File: src/rtl/audio_sched_pkg.sv
// rtl/audio_sched_pkg.sv - shared types and constants for the filter scheduler
package audio_sched_pkg;

  // Width of a channel index on the MAC bus and the commit port
  localparam int CH_W = 3;

  // Filter channel indices, in scheduling priority order
  localparam int CH_PSG   = 0;
  localparam int CH_FM_L  = 1;
  localparam int CH_FM_R  = 2;
  localparam int CH_MIX_L = 3;
  localparam int CH_MIX_R = 4;

  typedef enum logic [2:0] {
    IDLE,
    ISSUE,
    WAIT,
    NEXT,
    DONE
  } state_t;

endpackage

File: src/rtl/audio_filt_sched_if.sv
// rtl/audio_filt_sched_if.sv - start/done handshake to the shared IIR MAC
interface audio_filt_sched_if;
  import audio_sched_pkg::*;

  logic            mac_start;
  logic [CH_W-1:0] mac_ch;
  logic            mac_done;

  // Scheduler side drives start and channel, MAC answers with done
  modport master (output mac_start, output mac_ch, input mac_done);
  modport slave  (input mac_start, input mac_ch, output mac_done);

endinterface

File: src/rtl/audio_first_set.sv
// rtl/audio_first_set.sv - combinational lowest-set-bit encoder
module audio_first_set
  import audio_sched_pkg::*;
#(
  parameter int W  = 5,
  parameter int IW = CH_W
) (
  input  logic [W-1:0]  vec,
  output logic [IW-1:0] idx,
  output logic          valid
);

  // Scan from the top down so the lowest set bit is the last one to win
  always_comb begin
    idx   = '0;
    valid = |vec;
    for (int i = W - 1; i >= 0; i--) begin
      if (vec[i]) idx = IW'(i);
    end
  end

endmodule

File: src/rtl/audio_filt_sched.sv
// rtl/audio_filt_sched.sv - time-shares one IIR MAC across the audio filter channels
module audio_filt_sched
  import audio_sched_pkg::*;
#(
  parameter int NCH     = 5,
  parameter int TIMEOUT = 63
) (
  input  logic                  clk,
  input  logic                  reset_n,
  input  logic                  enable,
  input  logic                  tick,
  input  logic [NCH-1:0]        ch_mask,
  audio_filt_sched_if.master    mac,
  output logic                  commit,
  output logic [CH_W-1:0]       commit_ch,
  output logic                  frame_done,
  output logic                  busy,
  output logic                  overrun,
  output logic                  timeout_err,
  input  logic                  clr_status
);

  localparam int CNT_W = $clog2(TIMEOUT + 1);

  state_t           state;
  logic [NCH-1:0]   pend;
  logic [CNT_W-1:0] wait_cnt;
  logic [CH_W-1:0]  nxt_idx;
  logic             nxt_vld;
  logic             to_hit;
  logic             tick_busy;

  audio_first_set #(
    .W  (NCH),
    .IW (CH_W)
  ) u_first_set (
    .vec   (pend),
    .idx   (nxt_idx),
    .valid (nxt_vld)
  );

  // Last permitted wait cycle with no answer; a done in that same cycle takes priority
  assign to_hit    = (state == WAIT) && !mac.mac_done && (wait_cnt == CNT_W'(TIMEOUT - 1));
  // A qualified tick that lands while a frame is still running is lost
  assign tick_busy = tick && enable && (state != IDLE);

  // Frame sequencer: walk pending channels lowest first, one MAC job at a time
  always_ff @(posedge clk or negedge reset_n) begin
    if (!reset_n) begin
      state         <= IDLE;
      pend          <= '0;
      wait_cnt      <= '0;
      mac.mac_start <= 1'b0;
      mac.mac_ch    <= '0;
      commit        <= 1'b0;
      commit_ch     <= '0;
      frame_done    <= 1'b0;
      busy          <= 1'b0;
    end else begin
      mac.mac_start <= 1'b0;
      commit        <= 1'b0;
      frame_done    <= 1'b0;
      case (state)
        IDLE: begin
          if (tick && enable) begin
            pend  <= ch_mask;
            busy  <= 1'b1;
            state <= NEXT;
          end
        end
        NEXT: begin
          if (!nxt_vld) begin
            frame_done <= 1'b1;
            state      <= DONE;
          end else begin
            mac.mac_ch    <= nxt_idx;
            pend          <= pend & (pend - NCH'(1));
            wait_cnt      <= '0;
            mac.mac_start <= 1'b1;
            state         <= ISSUE;
          end
        end
        ISSUE: begin
          state <= WAIT;
        end
        WAIT: begin
          wait_cnt <= wait_cnt + 1'b1;
          if (mac.mac_done) begin
            commit    <= 1'b1;
            commit_ch <= mac.mac_ch;
            state     <= NEXT;
          end else if (to_hit) begin
            state <= NEXT;
          end
        end
        DONE: begin
          busy  <= 1'b0;
          state <= IDLE;
        end
        default: begin
          busy  <= 1'b0;
          state <= IDLE;
        end
      endcase
    end
  end

  // Sticky overrun flag; a new overrun beats a simultaneous clear
  always_ff @(posedge clk or negedge reset_n) begin
    if (!reset_n) overrun <= 1'b0;
    else if (tick_busy) overrun <= 1'b1;
    else if (clr_status) overrun <= 1'b0;
  end

  // Sticky timeout flag; a new timeout beats a simultaneous clear
  always_ff @(posedge clk or negedge reset_n) begin
    if (!reset_n) timeout_err <= 1'b0;
    else if (to_hit) timeout_err <= 1'b1;
    else if (clr_status) timeout_err <= 1'b0;
  end

endmodule

File: src/flat_wrapper.sv
// flat-port wrapper written by rule: the top's interface ports become plain ports
module audio_filt_sched_flat import audio_sched_pkg::*;
#(
  parameter int NCH     = 5,
  parameter int TIMEOUT = 63
)
  (clk, reset_n, enable, tick, ch_mask, commit, commit_ch, frame_done, busy, overrun, timeout_err, clr_status, mac_mac_start, mac_mac_ch, mac_mac_done);
  audio_filt_sched_if mac_i ();
  input  logic clk;
  input  logic reset_n;
  input  logic enable;
  input  logic tick;
  input  logic [NCH-1:0] ch_mask;
  output logic commit;
  output logic [CH_W-1:0] commit_ch;
  output logic frame_done;
  output logic busy;
  output logic overrun;
  output logic timeout_err;
  input  logic clr_status;
  output wire logic [$bits(mac_i.mac_start)-1:0] mac_mac_start;
  output wire logic [$bits(mac_i.mac_ch)-1:0] mac_mac_ch;
  input wire logic [$bits(mac_i.mac_done)-1:0] mac_mac_done;
  assign mac_mac_start = mac_i.mac_start;
  assign mac_mac_ch = mac_i.mac_ch;
  assign mac_i.mac_done = mac_mac_done;
  audio_filt_sched #(.NCH(NCH), .TIMEOUT(TIMEOUT)) u_core (.clk(clk), .reset_n(reset_n), .enable(enable), .tick(tick), .ch_mask(ch_mask), .mac(mac_i), .commit(commit), .commit_ch(commit_ch), .frame_done(frame_done), .busy(busy), .overrun(overrun), .timeout_err(timeout_err), .clr_status(clr_status));
endmodule
File: config.mk
export PLATFORM = sky130hd
export DESIGN_NAME = audio_filt_sched_flat
export DESIGN_NICKNAME = d
export VERILOG_FILES = /design/src/rtl/audio_sched_pkg.sv /design/src/rtl/audio_filt_sched_if.sv /design/src/rtl/audio_first_set.sv /design/src/rtl/audio_filt_sched.sv /design/src/flat_wrapper.sv
export SDC_FILE = /design/constraint.sdc
export NUM_CORES = 1
export LEC_CHECK = 0
export BUFFER_PORTS_ARGS = -buffer_cell sky130_fd_sc_hd__buf_2
export CORE_MARGIN = 4
export CORE_UTILIZATION = 48
export DETAILED_ROUTE_END_ITERATION = 12
export PLACE_DENSITY = 0.83
export RECOVER_POWER = 100
export SLEW_MARGIN = 10
export SYNTH_ARGS = -nofsm -noshare
export SYNTH_HDL_FRONTEND = slang
export SYNTH_HIERARCHICAL = 1
export SYNTH_SLANG_ARGS = --single-unit
File: constraint.sdc
create_clock -name clk -period 1.6 [get_ports clk]
set_clock_uncertainty 0.1 [all_clocks]
set_input_delay 0.24 -clock clk [delete_from_list [all_inputs] [get_ports clk]]
set_output_delay 0.24 -clock clk [all_outputs]
set_load 0.1 [all_outputs]
==> results of run 1 <==
==> report_power, final <==
group	total, uW	leakage [uW]	switching [uW]	internal (uW)
clock	454	0.0000279	201	253
combinational	2290	0.000484	1460	823
sequential	1050	0.000340	178	874
total	3790	0.000853	1840	1950
==> layer usage <==
metal / vias to the layer above / part of all wire [%] / track usage (%)
met5: - / 0 / 0
met4: 0 / 0.52 / 4.30
met3: 2 / 2.8 / 2.19
met2: 12 / 53 / 32.4
met1: 525 / 44 / 21.2
li1: 498 / - / -
==> flip-flops by register name, indices dropped and copies added, names as in the netlist <==
| signal | cells |
|---|---|
| u_core/pend | 5 |
| u_core/mac.mac_start | 1 |
| u_core/state | 3 |
| u_core/overrun | 1 |
| u_core/mac.mac_ch | 3 |
| u_core/commit | 1 |
| u_core/busy | 1 |
| u_core/frame_done | 1 |
| u_core/commit_ch | 3 |
| u_core/wait_cnt | 6 |
| u_core/timeout_err | 1 |
==> path summary, 6_finish.rpt <==
path	to	start	cells past startpoint	slack (ns)
worst max-delay path	u_core/pend[4]	u_core/pend[1]	4	-0.09
worst min-delay path	u_core/pend[3]	ch_mask[3]	2	0.04
worst max register to register	u_core/pend[4]	u_core/pend[1]	4	-0.09
max in group asynchronous	u_core/state[1]	reset_n	2	0.62
worst min register to register	u_core/busy	u_core/busy	1	0.41
min in group asynchronous	u_core/wait_cnt[1]	reset_n	2	0.36
==> cells by family (layout without fill, tap and decap cells) <==
family                     after synthesis  in the layout  share of synthesized area [%]
AOI/OAI and AO/OA                       22             22                           13.8
buffers and inverters                   14             58                           5.82
muxes                                    7              7                           6.33
and+or+nand+nor                         38             39                           19.0
DFF                                     26             26                           53.1
adders and majority gates                2              2                           2.04
==> final cells by class <==
| type | count | area [um^2] |
|---|---|---|
| fillers | 180 | 757 |
| flip-flops and latches | 26 | 651 |
| well taps | 30 | 37.5 |
| clock inverters | 1 | 30.0 |
| clock buffers | 3 | 22.5 |
| inverters | 9 | 33.8 |
| repair buffers | 45 | 293 |
| multi-input cells | 70 | 631 |
==> what timing repair did <==
item | 4_1_cts | 5_1_grt
endpoints found under the hold margin | 27 | 0
hold buffers | 2 | 0
cloned | 0 | 1
setup endpoints to repair | 19 | 14
pin swaps | 4 | 10
gates resized for setup | 7 | 15
buffers inserted | 4 | 1
==> critical path: cells and delay by family, from the launching register on <==
kind / cells / cell delay [ns]
buffers and inverters: 1 / 0.13
AOI/OAI and AO/OA: 1 / 0.27
and+or+nand+nor: 2 / 0.65
DFF: 1 / 0.44
==> cell usage in the layout, fill, tap and decap left out, types with 2 or more instances in the layout <==
| cell | synthesis | final |
|---|---|---|
| sky130_fd_sc_hd__a21oi_1 | 2 | 2 |
| sky130_fd_sc_hd__a221o_1 | 4 | 4 |
| sky130_fd_sc_hd__and3_1 | 3 | 2 |
| sky130_fd_sc_hd__buf_2 | 3 | 19 |
| sky130_fd_sc_hd__buf_4 | 0 | 16 |
| sky130_fd_sc_hd__buf_6 | 2 | 3 |
| sky130_fd_sc_hd__clkbuf_2 | 0 | 4 |
| sky130_fd_sc_hd__clkbuf_4 | 0 | 3 |
| sky130_fd_sc_hd__dfrtp_1 | 26 | 26 |
| sky130_fd_sc_hd__dlygate4sd3_1 | 0 | 2 |
| sky130_fd_sc_hd__ha_1 | 2 | 2 |
| sky130_fd_sc_hd__inv_1 | 9 | 9 |
| sky130_fd_sc_hd__mux2_4 | 0 | 6 |
| sky130_fd_sc_hd__nand2_1 | 4 | 4 |
| sky130_fd_sc_hd__nand2b_1 | 2 | 2 |
| sky130_fd_sc_hd__nand3_1 | 9 | 8 |
| sky130_fd_sc_hd__nor2_1 | 4 | 4 |
| sky130_fd_sc_hd__nor2b_1 | 2 | 2 |
| sky130_fd_sc_hd__nor3_1 | 2 | 2 |
| sky130_fd_sc_hd__o21ai_0 | 4 | 2 |
| sky130_fd_sc_hd__o311ai_4 | 0 | 2 |
| sky130_fd_sc_hd__o41ai_2 | 0 | 2 |
==> stage by stage <==
step	total power [uW]	hold WS, ns	setup TNS [ns]	std cells
after floorplan	2540	-0.156	-0.0112	109
after global placement	2960	0.157	-0.00657	172
after detailed placement	3030	0.173	-1.12	172
after CTS	3620	0.0359	-0.565	182
after global routing	4000	0.0328	-1.38	184
final	3790	0.0354	-0.445	184
==> reports/summary.md, run 1 <==
The run finished, with violations left. The checks that failed: negative setup slack. At the end of routability-driven placement, the weighted congestion stood at 0.814. Dividing the detail-routed via count by the number of cells gives 5.64. The initial antenna violation count was 0. Summing all placed instances gives a cell area of 0.00147 mm^2. The transition time at the pin with the least slew margin is 0.661 ns, and the total DRC errors in the routed layout is 0. Global routing finished with a remaining overflow of 0. The run gives 26 as the total number of clock tree sinks. Critical path launch point type: a flop. The level count of the clock H-tree was 1; the critical path required time was 1.71 ns.

The share of synthesized area in the top cell type comes to 53.1%. The average routed wire per standard cell is 15.6 um. After synthesis, the netlist uses 39 different library cells. For this block, the initial DRC count from the detailed router was 29. In this run, synthesis inferred 0 flip-flops with an integrated enable. Input and output buffers added on the ports amount to 22. Setup violations remaining at the end of the flow were counted as 9. OpenSTA, run right after detailed placement, puts the worst setup slack at -0.119 ns. Summed over all instances, the cell type with the most area after synthesis is sky130_fd_sc_hd__dfrtp_1. Most common cell in the netlist: sky130_fd_sc_hd__dfrtp_1. Cells with a size suffix above 1 make up 42.2% of the layout.

The initial utilization of the core area, before any placement, comes to 49.9%. TritonCTS built the clock tree. Counting flops and latches in the post-synthesis netlist gives 26.

For the post-layout worst setup margin, the log shows -0.0948 ns. The run gives 4680 um as the first-pass GRT wire length. For the final design area excluding fillers, the log shows 0.00170 mm^2. The number of standard-cell rows in the floorplan was 18; the number of optimization iterations in the first detailed-route pass was 4.

Number of ports placed on the die boundary: 23. The tool flagged a number of max-cap violations equal to 0. The highest clock rate is 590 MHz, and the count of antenna-violating nets left after detailed routing is 0. By area the synthesized netlist is led by sky130_fd_sc_hd__dfrtp_1, sky130_fd_sc_hd__mux2_2, sky130_fd_sc_hd__nand3_1, sky130_fd_sc_hd__a221o_1, sky130_fd_sc_hd__inv_1.

Detailed placement ended at an HPWL of 2000 um. For the max-slew violation total from the final report, the log shows 0. The post-synth design cell area was 0.00123 mm^2; the utilization of the core after routing was 69.2%.

For the standby leakage power, the log shows 0.000853 uW. Averaged over all synthesized cells, the footprint is 11.2 um^2. The tools report the clock latency at the later pin of the worst-skew pair as 0.32 ns. The via count of the first global-routing pass is 1,060, and the die extent in y is 58.5 um.

The core outline area is 0.00245 mm^2. Setup repair after global routing could not meet its margin everywhere. Headroom to the max-slew limit came out at 56.0%.

Data arrives at the worst endpoint at 1.81 ns. After synthesis, the share of flip-flops with an asynchronous set or reset is 100%. The maximum VDD drop is 1.63 mV, and the clock period minus final worst setup slack is 1.69 ns.

Among all flip-flop cells after synthesis, the most frequent one is sky130_fd_sc_hd__dfrtp_1. STA classifies the critical path endpoint as a flop. The biggest cell delay along the critical path was 0.49 ns; the detailed-route via count was 1,037. The clock root buffer master is sky130_fd_sc_hd__clkbuf_4. The total power per unit cell area is 2230 mW/mm^2. TritonCTS created 3 clock buffers. The count of nets after finishing was 168. Ranked by instance count, the synthesized netlist is headed by sky130_fd_sc_hd__dfrtp_1, sky130_fd_sc_hd__inv_1, sky130_fd_sc_hd__nand3_1, sky130_fd_sc_hd__mux2_2. The logs give 0 for the total count of hold-check failures in the final report and 27 for the maximum number of pins on one net before global-route repair.

The sequential fraction of the synthesis area was 53.1%; the clock slew at the register clock pins of the worst setup and hold paths was 0.15 ns. No sink is reached through more buffers than the 2 on the longest clock path. The critical path is of the flop to flop type. The number of antenna diodes in the final layout is 0. The cell type of the slowest stage on the worst timing path is sky130_fd_sc_hd__or4_1. The overall track demand over capacity in global routing is 17.4%. The area growth from synthesis to layout is 38.5%. The run gives 6 as the total number of yosys warnings. The critical path goes through buf_6 -> or4_1 -> and3_1 -> a221o_1. The die covers 0.00343 mm^2. The worst hold path belongs to the class input port to flop. In this run the horizontal extent of the chip is 58.5 um.

The gate count after technology mapping was 109; the final clock period utilization by the worst path was 106%. Top fanout value on the critical path: 3. The number of nets in the synthesized netlist is 122.

Wires add up to 2860 um.
Power figures use the tool's default switching activity.
==> run 2, diff against run 1 <==
--- a/config.mk
+++ b/config.mk
@@ -7,5 +7,5 @@
 export LEC_CHECK = 0
 export BUFFER_PORTS_ARGS = -buffer_cell sky130_fd_sc_hd__buf_2
-export CORE_MARGIN = 4
+export CORE_MARGIN = 2
 export CORE_UTILIZATION = 48
 export DETAILED_ROUTE_END_ITERATION = 12
--- a/constraint.sdc
+++ b/constraint.sdc
@@ -3,3 +3,3 @@
 set_input_delay 0.24 -clock clk [delete_from_list [all_inputs] [get_ports clk]]
 set_output_delay 0.24 -clock clk [all_outputs]
-set_load 0.1 [all_outputs]
+set_load 0.05 [all_outputs]
==> reports/summary.md, run 2 (synthesized netlist as in run 1, its figures left out) <==
The flow ran to the end, but the final reports show violations. The checks that failed: negative setup slack. The post-layout worst setup margin came out at -0.181 ns (-0.0863 ns). The path class of the lowest-slack min-delay path was input port to flop. Net switching power: 1490 uW (-19%). The die extent in y came out at 54.5 um (-6.8%). For the final total negative setup slack, the log shows -1.99 ns (-1.55 ns).

Remaining max-slew budget at the tightest pin: 56.5% (+0.52 points). The highest signal layer in the routed design was met4. The overall track demand over capacity in global routing was 20.4% (+3.0 points); the maximum number of pins on one net before global-route repair was 27 (unchanged).

The signal on the critical path passes through nor4_2 -> nand2b_1 -> nand4b_1 -> mux2_2. The logs give 55.8% (-4.5 points) for the relative contribution of combinational cells to total power and 0 (unchanged) for the count of antenna-violating nets left after detailed routing. The max-capacitance violation count came out at 0 (unchanged).

The area used by multi-input combinational logic came out at 614 um^2 (-2.6%). TritonCTS built the clock tree. The critical path required time is 1.73 ns (+0.02 ns), and the setup-violating endpoint count in the final report is 18 (+9). The fraction of final layout cells sized beyond drive strength 1 was 44.2% (+1.9 points); the power share of the sequential group was 31.0% (+3.3 points). The run gives 0.773 (-5.0%) as the final weighted congestion in routability-driven placement. The clock slew at the register clock pins of the worst setup and hold paths is 0.14 ns (about the same). In the layout the commonest cells are sky130_fd_sc_hd__dfrtp_1, sky130_fd_sc_hd__buf_4, sky130_fd_sc_hd__buf_2, sky130_fd_sc_hd__inv_1. The minimum setup slack after placement is -0.0898 ns (+0.0295 ns).

The number of DRC violations after detailed-routing iteration 0 was 20 (-31%). The tools report the sequential standard cell area as 651 um^2 (unchanged). The tools report the initial standard-cell utilization of the core as 49.9% (unchanged).

For the area enclosed by the die boundary, the log shows 0.00297 mm^2 (-13%). The utilization of the core after routing is 68.8% (-0.41 points). Highest clock rate: 561 MHz (-4.8%). The final wirelength came out at 2930 um (+2.4%).

The number of input and output port buffers inserted is 22 (unchanged). Worst reg2reg path depth: 4 (unchanged). The logs give 1.38 mV (-15%) for the maximum VDD drop and 0 (unchanged) for the initial antenna violation count.

The maximum clock path buffer count is 2 (unchanged). For the total count of hold-check failures in the final report, the log shows 0 (unchanged). In the final layout, the registers with the most flip-flops are u_core/wait_cnt x6, u_core/pend x5. The switching share of power works out to 43.5% (-5.0 points). The total power per unit cell area was 2020 mW/mm^2 (-9.3%). Setup repair after global routing could not meet its margin everywhere.

The average routed wire per standard cell was 15.9 um (+2.4%); the biggest cell delay along the critical path was 0.43 ns (-0.06 ns). The library cell used most frequently in the layout, excluding fill and tap cells, is sky130_fd_sc_hd__dfrtp_1. More flip-flops sit in one register than any other, and that register is u_core/wait_cnt. For the detailed-route via count, the log shows 1,047 (+0.96%). The width of the die was 54.5 um (-6.8%); the total number of clock tree sinks was 26 (unchanged). The number of inserted diodes was 0 (unchanged).

The startpoint identified for the worst hold timing path is ch_mask[1]. The level count of the clock H-tree was 1 (unchanged); the final clock period utilization by the worst path was 111% (+5.4 points). The endpoint kind of the worst setup timing path was a flop. The transition time at the pin with the least slew margin came out at 0.653 ns (-0.00781 ns). The total length of routed met2 wires is 1520 um (+0.60%). The critical path launch point type is a flop.

The clock group share of total power was 13.2% (+1.2 points). For the core outline area, the log shows 0.00245 mm^2 (unchanged). The endpoint identified for the worst register-to-register timing path is u_core/mac.mac_ch[1]. For the number of optimization iterations in the first detailed-route pass, the log shows 4 (unchanged). The top fanout value on the critical path was 5 (+2); the internal power was 1930 uW (-1.0%). The synthesis-to-finish area growth is 37.7%, and the first-pass GRT wire length is 4350 um (-6.9%). For the count of nets after finishing, the log shows 168 (unchanged). The total DRC errors in the routed layout is 0 (unchanged).

The largest individual stage delay along the critical path comes from the cell sky130_fd_sc_hd__dfrtp_1. The met3 layer wire length in the routed design was 89 um (+9.9%); the detailed-route wire length on metal 1 was 1280 um (+2.1%). The instance count along the most critical hold path works out to 2 (unchanged). The setup slack on the worst flop-to-flop path is -0.18 ns (-0.09 ns), and the estimated wirelength of the detail-placed design is 1880 um (-6.2%). Worst path arrival time: 1.91 ns (+0.10 ns). The average vias per placed instance was 5.69 (+0.96%). For the number of buffers created by CTS, the log shows 3 (unchanged). The tools report the clock root buffer master as sky130_fd_sc_hd__clkbuf_4. The run gives 178 (-1.1%) as the fill cell instance count of the final layout.

The critical path is of the flop to flop type. The startpoint identified for the worst register-to-register timing path is u_core/pend[1]. For the standby leakage power, the log shows 0.000847 uW (-0.69%). For the total global routing overflow, the log shows 0 (unchanged). The max-slew violation total from the final report is 0 (unchanged), and the number of standard-cell rows in the floorplan is 18 (unchanged). For the clock latency at the later pin of the worst-skew pair, the log shows 0.32 ns (about the same).

For hold timing, the worst endpoint is u_core/pend[1]. The clock period minus final worst setup slack works out to 1.78 ns (+0.0863 ns). The run gives 23 (unchanged) as the number of ports placed on the die boundary. The via count of the first global-routing pass was 941 (-11%); the flip-flop count of the largest register after layout was 6 (unchanged).
[run 2: layer usage]
layer | vias up | GRT usage (%)
li1 | 493 | -
met1 | 530 | 27.2
met2 | 20 | 33.5
met3 | 4 | 2.73
met4 | 0 | 8.33
met5 | - | 0
[run 2: critical path, delay by kind of cell (launching register included)]
family | cells | cell delay [ns]
mux | 1 | 0.37
simple gates | 3 | 0.78
flops | 1 | 0.43
[run 2: power by group through the flow]
stage               Sequential (uW)  Combinational (uW)  Clock (uW)
floorplan                      1390                 773           0
global placement               1050                1520           0
detailed placement             1060                1570           0
CTS                            1050                1780         459
global route                   1090                2020         480
finish                         1060                1910         451
[run 2: layout make-up]
cell class | instances | area share, %
clock buffer | 3 | 1.33
clock inverter | 1 | 1.78
multi-input combinational | 69 | 36.4
timing repair buffer | 46 | 17.7
tap | 30 | 2.22
sequential | 26 | 38.5
inverter | 9 | 2.00
[run 2: metrics by stage]
stage / std cells / cell area, um^2 / hold slack, ns / total power, uW
2_1_floorplan: 109 / 1240 / -0.156 / 2160
3_3_place_gp: 172 / 1470 / 0.158 / 2570
3_5_place_dp: 172 / 1470 / 0.167 / 2630
4_1_cts: 183 / 1630 / 0.0304 / 3290
5_1_grt: 184 / 1690 / 0.0320 / 3590
6_report: 184 / 1690 / 0.0360 / 3420
[run 2: worst max-delay path by stage]
stage | cells past startpoint | startpoint | endpoint | slack (ns)
floorplan | 5 | u_core/pend[3] | u_core/mac.mac_ch[0] | -0.005
global placement | 5 | u_core/pend[1] | u_core/pend[0] | -0.03
detailed placement | 5 | u_core/pend[1] | u_core/pend[0] | -0.09
CTS | 4 | u_core/pend[1] | u_core/mac.mac_ch[1] | -0.08
global route | 4 | u_core/pend[1] | u_core/mac.mac_ch[1] | -0.26
finish | 4 | u_core/pend[1] | u_core/mac.mac_ch[1] | -0.18
[run 2: what timing repair did]
action	in CTS	in global routing
endpoints found under the hold margin	27	0
hold buffers	2	0
resized for setup	12	8
buffers inserted	5	1
setup endpoints to repair	17	17
pin swaps	7	4
